**src/rtl/oam_responder.sv**
```systemverilog
// oam_responder: double-buffered OAM read port for the sprite scanner.
// Fixed two-cycle read latency; bank swaps wait for an idle read FSM.
`ifndef MAX_SPRITES
`define MAX_SPRITES 64
`endif

package sprite_pkg;
    typedef struct packed {
        logic [9:0] x;
        logic [8:0] y;
        logic [7:0] tile;
        logic [2:0] palette;
        logic       flip_h;
        logic       flip_v;
    } sprite_conf_t;
endpackage

module oam_responder
    import sprite_pkg::*;
#(
    parameter int MAX_SPRITES = `MAX_SPRITES
) (
    input  logic         clock,
    input  logic         reset_l,
    input  logic         clear,
    input  logic [6:0]   oam_addr,
    input  logic         oam_read,
    output logic         oam_avail,
    output sprite_conf_t oam_data,
    input  logic         wr_en,
    input  logic [6:0]   wr_addr,
    input  sprite_conf_t wr_data,
    input  logic         swap_req,
    output logic         front_bank
);

    localparam int AW = (MAX_SPRITES > 1) ? $clog2(MAX_SPRITES) : 1;

    typedef enum logic [1:0] {
        IDLE,
        RAM_WAIT,
        RESP
    } state_t;

    state_t       r_state;
    state_t       w_state_nxt;

    sprite_conf_t r_bank0 [MAX_SPRITES];
    sprite_conf_t r_bank1 [MAX_SPRITES];
    sprite_conf_t r_q0;
    sprite_conf_t r_q1;
    sprite_conf_t r_data;

    logic         r_req_bank;
    logic         r_req_oor;
    logic         r_front;
    logic         r_swap_pending;
    logic         r_avail;

    logic         w_accept;
    logic         w_load;
    logic         w_avail_nxt;
    logic         w_toggle;
    logic         w_rd_in_range;
    logic         w_wr_in_range;
    logic [AW-1:0] w_rd_idx;
    logic [AW-1:0] w_wr_idx;

    assign w_rd_in_range = int'(oam_addr) < MAX_SPRITES;
    assign w_wr_in_range = int'(wr_addr) < MAX_SPRITES;
    assign w_rd_idx      = oam_addr[AW-1:0];
    assign w_wr_idx      = wr_addr[AW-1:0];

    // Both banks are read at accept; the latched bank picks one later,
    // so a swap can never redirect a read already in flight.
    always_ff @(posedge clock) begin
        if (wr_en && w_wr_in_range) begin
            if (r_front) begin
                r_bank0[w_wr_idx] <= wr_data;
            end else begin
                r_bank1[w_wr_idx] <= wr_data;
            end
        end
        if (w_accept && w_rd_in_range) begin
            r_q0 <= r_bank0[w_rd_idx];
            r_q1 <= r_bank1[w_rd_idx];
        end
    end

    always_comb begin
        w_state_nxt = r_state;
        w_accept    = 1'b0;
        w_load      = 1'b0;
        w_avail_nxt = 1'b0;
        unique case (r_state)
            IDLE: begin
                if (oam_read && !clear) begin
                    w_accept    = 1'b1;
                    w_state_nxt = RAM_WAIT;
                end
            end
            RAM_WAIT: begin
                w_load      = !clear;
                w_state_nxt = clear ? IDLE : RESP;
            end
            RESP: begin
                w_avail_nxt = !clear;
                w_state_nxt = IDLE;
            end
            default: begin
                w_state_nxt = IDLE;
            end
        endcase
    end

    assign w_toggle = r_swap_pending && (r_state == IDLE) && !w_accept;

    always_ff @(posedge clock or negedge reset_l) begin
        if (!reset_l) begin
            r_state        <= IDLE;
            r_avail        <= 1'b0;
            r_data         <= '0;
            r_front        <= 1'b0;
            r_swap_pending <= 1'b0;
            r_req_bank     <= 1'b0;
            r_req_oor      <= 1'b0;
        end else begin
            r_state <= w_state_nxt;
            r_avail <= w_avail_nxt;
            if (w_accept) begin
                r_req_bank <= r_front;
                r_req_oor  <= !w_rd_in_range;
            end
            if (w_load) begin
                r_data <= r_req_oor ? '0 : (r_req_bank ? r_q1 : r_q0);
            end
            // a pulse arriving on the swap edge folds into that swap
            r_swap_pending <= w_toggle ? 1'b0 : (r_swap_pending | swap_req);
            if (w_toggle) begin
                r_front <= ~r_front;
            end
        end
    end

    assign oam_avail  = r_avail;
    assign oam_data   = r_data;
    assign front_bank = r_front;

endmodule
```
**config.mk**
```make
export PLATFORM = sky130hd
export DESIGN_NAME = oam_responder
export DESIGN_NICKNAME = d
export VERILOG_FILES = /design/src/rtl/oam_responder.sv
export SDC_FILE = /design/constraint.sdc
export NUM_CORES = 2
export LEC_CHECK = 0
export CAP_MARGIN = 20
export CELL_PAD_IN_SITES_DETAIL_PLACEMENT = 1
export CELL_PAD_IN_SITES_GLOBAL_PLACEMENT = 1
export CORE_AREA = 2 2 545 656
export CTS_BUF_LIST = sky130_fd_sc_hd__clkbuf_8
export CTS_CLUSTER_SIZE = 14
export DETAILED_ROUTE_END_ITERATION = 12
export DIE_AREA = 0 0 547 658
export HOLD_SLACK_MARGIN = 0.1
export PLACE_DENSITY_LB_ADDON = 0.25
export SLEW_MARGIN = 5
export SYNTH_ARGS = -nofsm -noshare
export SYNTH_HDL_FRONTEND = slang
export SYNTH_SLANG_ARGS = --single-unit
export TNS_END_PERCENT = 10
```
**constraint.sdc**
```tcl
create_clock -name clock -period 8.52 [get_ports clock]
set_input_delay 0.852 -clock clock [delete_from_list [all_inputs] [get_ports clock]]
set_output_delay 0.852 -clock clock [all_outputs]
set_load 0.1 [all_outputs]
```
==> results.sh <==
export IMPL_core_rowCount=240
export IMPL_antenna_found_initial=41
export IMPL_floorplan_io_pins=86
export IMPL_synth_sequential_area_ratio_pct=79.4
export IMPL_netSwitchingPower_w=0.0100
export IMPL_place_gp_congestion=0.861
export IMPL_timing_rr_start="front_bank$_DFFE_PN0P_"
export IMPL_clock_tree_buffer_depth=4
export IMPL_gr_util_all_layers_pct=26.2
export IMPL_postCtsHoldBufs=2
export IMPL_met2WireLength_um=229000
export IMPL_dr_total_vias=78600
export IMPL_clock_skew_ns=0.0699
export IMPL_antenna_violating_nets_post_route=0
export IMPL_die_h_um=658
export IMPL_finalWirelength_um=474000
export IMPL_slew_headroom_pct=14.2
export IMPL_initial_core_util_pct=44.8
export IMPL_cts_root_buffer_cell="clkbuf_8"
export IMPL_finalCriticalPeriod_ns=3.79
export IMPL_worst_path_stages=1
export IMPL_power_per_cell_area_mw_per_mm2=230
export IMPL_portBuffers=85
export IMPL_synth_area_mux_share_pct=15.2
export IMPL_cp_endpoint="oam_data[25]"
export IMPL_synth_compound_area_share_pct=2.93
export IMPL_synthDistinctLibCells=36
export IMPL_syn2layout_area_growth_pct=12.8
export IMPL_highest_signal_layer="met5"
export IMPL_netlist_top_cells_count="edfxtp_1 (4160), mux4_2 (1024), a22oi_1 (256)"
export IMPL_totalNegativeSetupSlack_ns=0
export IMPL_worstRegToRegCells=4
export IMPL_max_slew_violation_total_from_the_final_report=0
export IMPL_drt_first_pass_iters=6
export IMPL_reg2reg_slack_ns=4.80
export IMPL_ctsHtreeMaxLevel=6
export IMPL_ys_async_sr_fraction_pct=0.929
export IMPL_wl_met3_um=40500
export IMPL_swShare_pct=24.4
export IMPL_critPathCaptureType="primary output"
export IMPL_critPathBufInv=1
export IMPL_max_cap_viol_count=0
export IMPL_timing_hold_violations_final=0
export IMPL_seq_power_share_pct=55.9
export IMPL_synth_adder_area_share_pct=0
export IMPL_number_of_global_route_vias_before_repair=80900
export IMPL_start_kind="register"
export IMPL_path_delay_family="buffers and inverters"
export IMPL_irDropWorstVdd_mv=0.156
export IMPL_number_of_design_rule_violations_left_after_detail_routing=0
export IMPL_synth_cells=6765
export IMPL_cpPeakStageDelay_ns=1.23
export IMPL_cp_arrival_ns=2.94
export IMPL_wl_met1_um=183000
export IMPL_synthesis_area_per_instance_um2=23.4
export IMPL_cts_tree="done"
export IMPL_warnings_from_yosys=0
export IMPL_floorplan_die_area_mm2=0.360
export IMPL_yosys_area_share_simple_pct=1.23
export IMPL_violation_count_after_the_first_detailed_routing_iteration=10500
export IMPL_detail_route_vias_per_cell=6.25
export IMPL_critical_path_slowest_cell="clkdlybuf4s50_1"
export IMPL_startpoint="oam_data[25]$_DFFE_PN0P_"
export IMPL_critPathRequiredTime_ns=7.67
export IMPL_grt_overflow=0
export IMPL_worstSetupPathType="reg -> out"
export IMPL_first_pass_grt_wire_length_um=657000
export IMPL_numClockSinks=4199
export IMPL_post_cts_buffers=0
export IMPL_share_of_cells_above_drive_strength_1_pct=28.8
export IMPL_p_total_w=0.0410
export IMPL_fmax_ghz=0.264
export IMPL_synthDominantAreaCellType="edfxtp_1"
export IMPL_combPwrFrac_pct=7.0
export IMPL_dieWidth_um=547
export IMPL_cts_buffers=642
export IMPL_largest_net_degree_at_the_start_of_global_routing=104
export IMPL_clockPowerShare_pct=37.1
export IMPL_ys_top_cells_by_area="edfxtp_1 (79%), mux4_2 (15%), a22oi_1 (1.2%), buf_2 (0.62%), mux2i_1 (0.62%)"
export IMPL_final_period_utilization_pct=44.5
export IMPL_timing_worst_slew_pin_value_ns=1.29
export IMPL_rsz0062_at_grt="false"
export IMPL_yosys_register_bits=4199
export IMPL_clkTransAtPathRegs_ns=0.06
export IMPL_fin_nets=7416
export IMPL_postSynthNetCount=6817
export IMPL_reg2reg_to="r_bank0[56][2]$_DFFE_PP_"
export IMPL_timing_critical_path_cells="clkdlybuf4s50_1"
export IMPL_hold_path_class="in -> reg"
export IMPL_setup_violations_final=0
export IMPL_largest_family_of_logic_cells_by_synthesized_area="multiplexers"
export IMPL_synth_edff_count=4160
export IMPL_synth_flop_cell="edfxtp_1"
export IMPL_synthMostInstantiatedCell="edfxtp_1"
export IMPL_crit_path_max_fanout=2
export IMPL_wl_per_cell_um=37.7
export IMPL_coreArea_mm2=0.354
export IMPL_netlist_area_mm2=0.158
export IMPL_power_static_leakage_nw=55.6
export IMPL_worstSkewPairLatency_ns=1.11
export IMPL_run_status="finished clean"
export IMPL_cell_internal_pwr_w=0.0310
export IMPL_cts_resized=0
export IMPL_netlist_area_leader_share_pct=78.8
export IMPL_dp_hpwl_um=285000
export IMPL_synth_xor_area_share_pct=0.00553
## metrics by stage
stage	std cells	hold slack [ns]	util (%)	instance area [um^2]	setup WS, ns
finish	12600	0.216	50.5	179000	4.73
global placement	11400	0.454	46.9	166000	3.75
detailed placement	11400	0.464	47.1	167000	3.79
global route	12600	0.185	50.5	179000	4.67
CTS	12500	0.151	50.3	178000	4.66
floorplan	6765	0.463	-	158000	0.800
## layout by cell type (no fill, tap or decap), types with 4 or more instances in the layout
cell | synthesis | routed
edfxtp_1 | 4160 | 4160
mux4_2 | 1024 | 1024
clkbuf_8 | 0 | 662
a22oi_1 | 256 | 256
buf_4 | 34 | 226
inv_1 | 13 | 225
clkinv_1 | 0 | 153
nor2_4 | 0 | 130
nand3_1 | 116 | 115
o22ai_1 | 109 | 109
mux2i_1 | 98 | 98
o221ai_1 | 81 | 81
nor2_1 | 199 | 69
o211a_1 | 64 | 64
clkinv_2 | 0 | 55
clkdlybuf4s50_1 | 0 | 48
buf_12 | 0 | 42
a211oi_1 | 45 | 39
nand2_1 | 49 | 39
dfrtp_1 | 39 | 37
o31ai_1 | 32 | 32
nand3b_1 | 26 | 26
clkinvlp_4 | 0 | 25
buf_16 | 0 | 25
a21oi_1 | 17 | 17
diode_2 | 0 | 10
nand2_2 | 0 | 9
inv_8 | 0 | 9
or3b_2 | 7 | 7
a211oi_2 | 0 | 6
nand2b_1 | 8 | 5
bufinv_16 | 0 | 5
nor2b_4 | 0 | 4
or3_1 | 4 | 4
## cells by family after synthesis
logic type / after synthesis
buffers and inverters: 409
DFF: 4199
muxes: 1124
AOI/OAI and AO/OA: 607
xor gates and xnor gates: 1
and+or+nand+nor: 425
## worst min path at each step
| stage | startpoint | end | slack (ns) | depth (start not counted) |
|---|---|---|---|---|
| after floorplan | r_swap_pending$_DFF_PN0_ | r_swap_pending$_DFF_PN0_ | 0.46 | 1 |
| after global placement | r_req_oor$_DFFE_PN0P_ | oam_data[28]$_DFFE_PN0P_ | 0.45 | 1 |
| after detailed placement | r_req_oor$_DFFE_PN0P_ | oam_data[28]$_DFFE_PN0P_ | 0.46 | 1 |
| after CTS | wr_data[2] | r_bank0[59][2]$_DFFE_PP_ | 0.15 | 1 |
| after global routing | wr_data[15] | r_bank0[37][15]$_DFFE_PP_ | 0.18 | 1 |
| final | wr_data[15] | r_bank0[55][15]$_DFFE_PP_ | 0.22 | 1 |
## state kept, by name, summed over array words and instances (netlist names), 2 cells and up
| name | cells |
|---|---|
| r_bank0 | 2048 |
| r_state | 2 |
| r_q1 | 32 |
| r_q0 | 32 |
| r_bank1 | 2048 |
| oam_data | 32 |
## area by class of cell
class,count,area [um^2]
diodes,10,25.0
clock buffers,662,9110
clock inverters,465,2170
fillers,30800,175000
inverters,13,48.8
multi-input cells,2157,31800
flip-flops and latches,4199,126000
well taps,4719,5900
repair buffers,351,3810
## power by group through the flow
stage               Sequential [W]  Combinational, W  Clock (W)
floorplan                   0.0236           0.00115          0
global placement            0.0234           0.00282          0
detailed placement          0.0234           0.00288          0
CTS                         0.0229           0.00288     0.0154
global route                0.0229           0.00295     0.0163
finish                      0.0229           0.00287     0.0152
## metal layers
metal,up-vias,GRT usage (%)
met5,-,0
met4,22,10.5
met3,800,4.81
met2,4128,41.8
met1,43200,35.8
li1,30500,-
(Power assumes the default switching activity.)
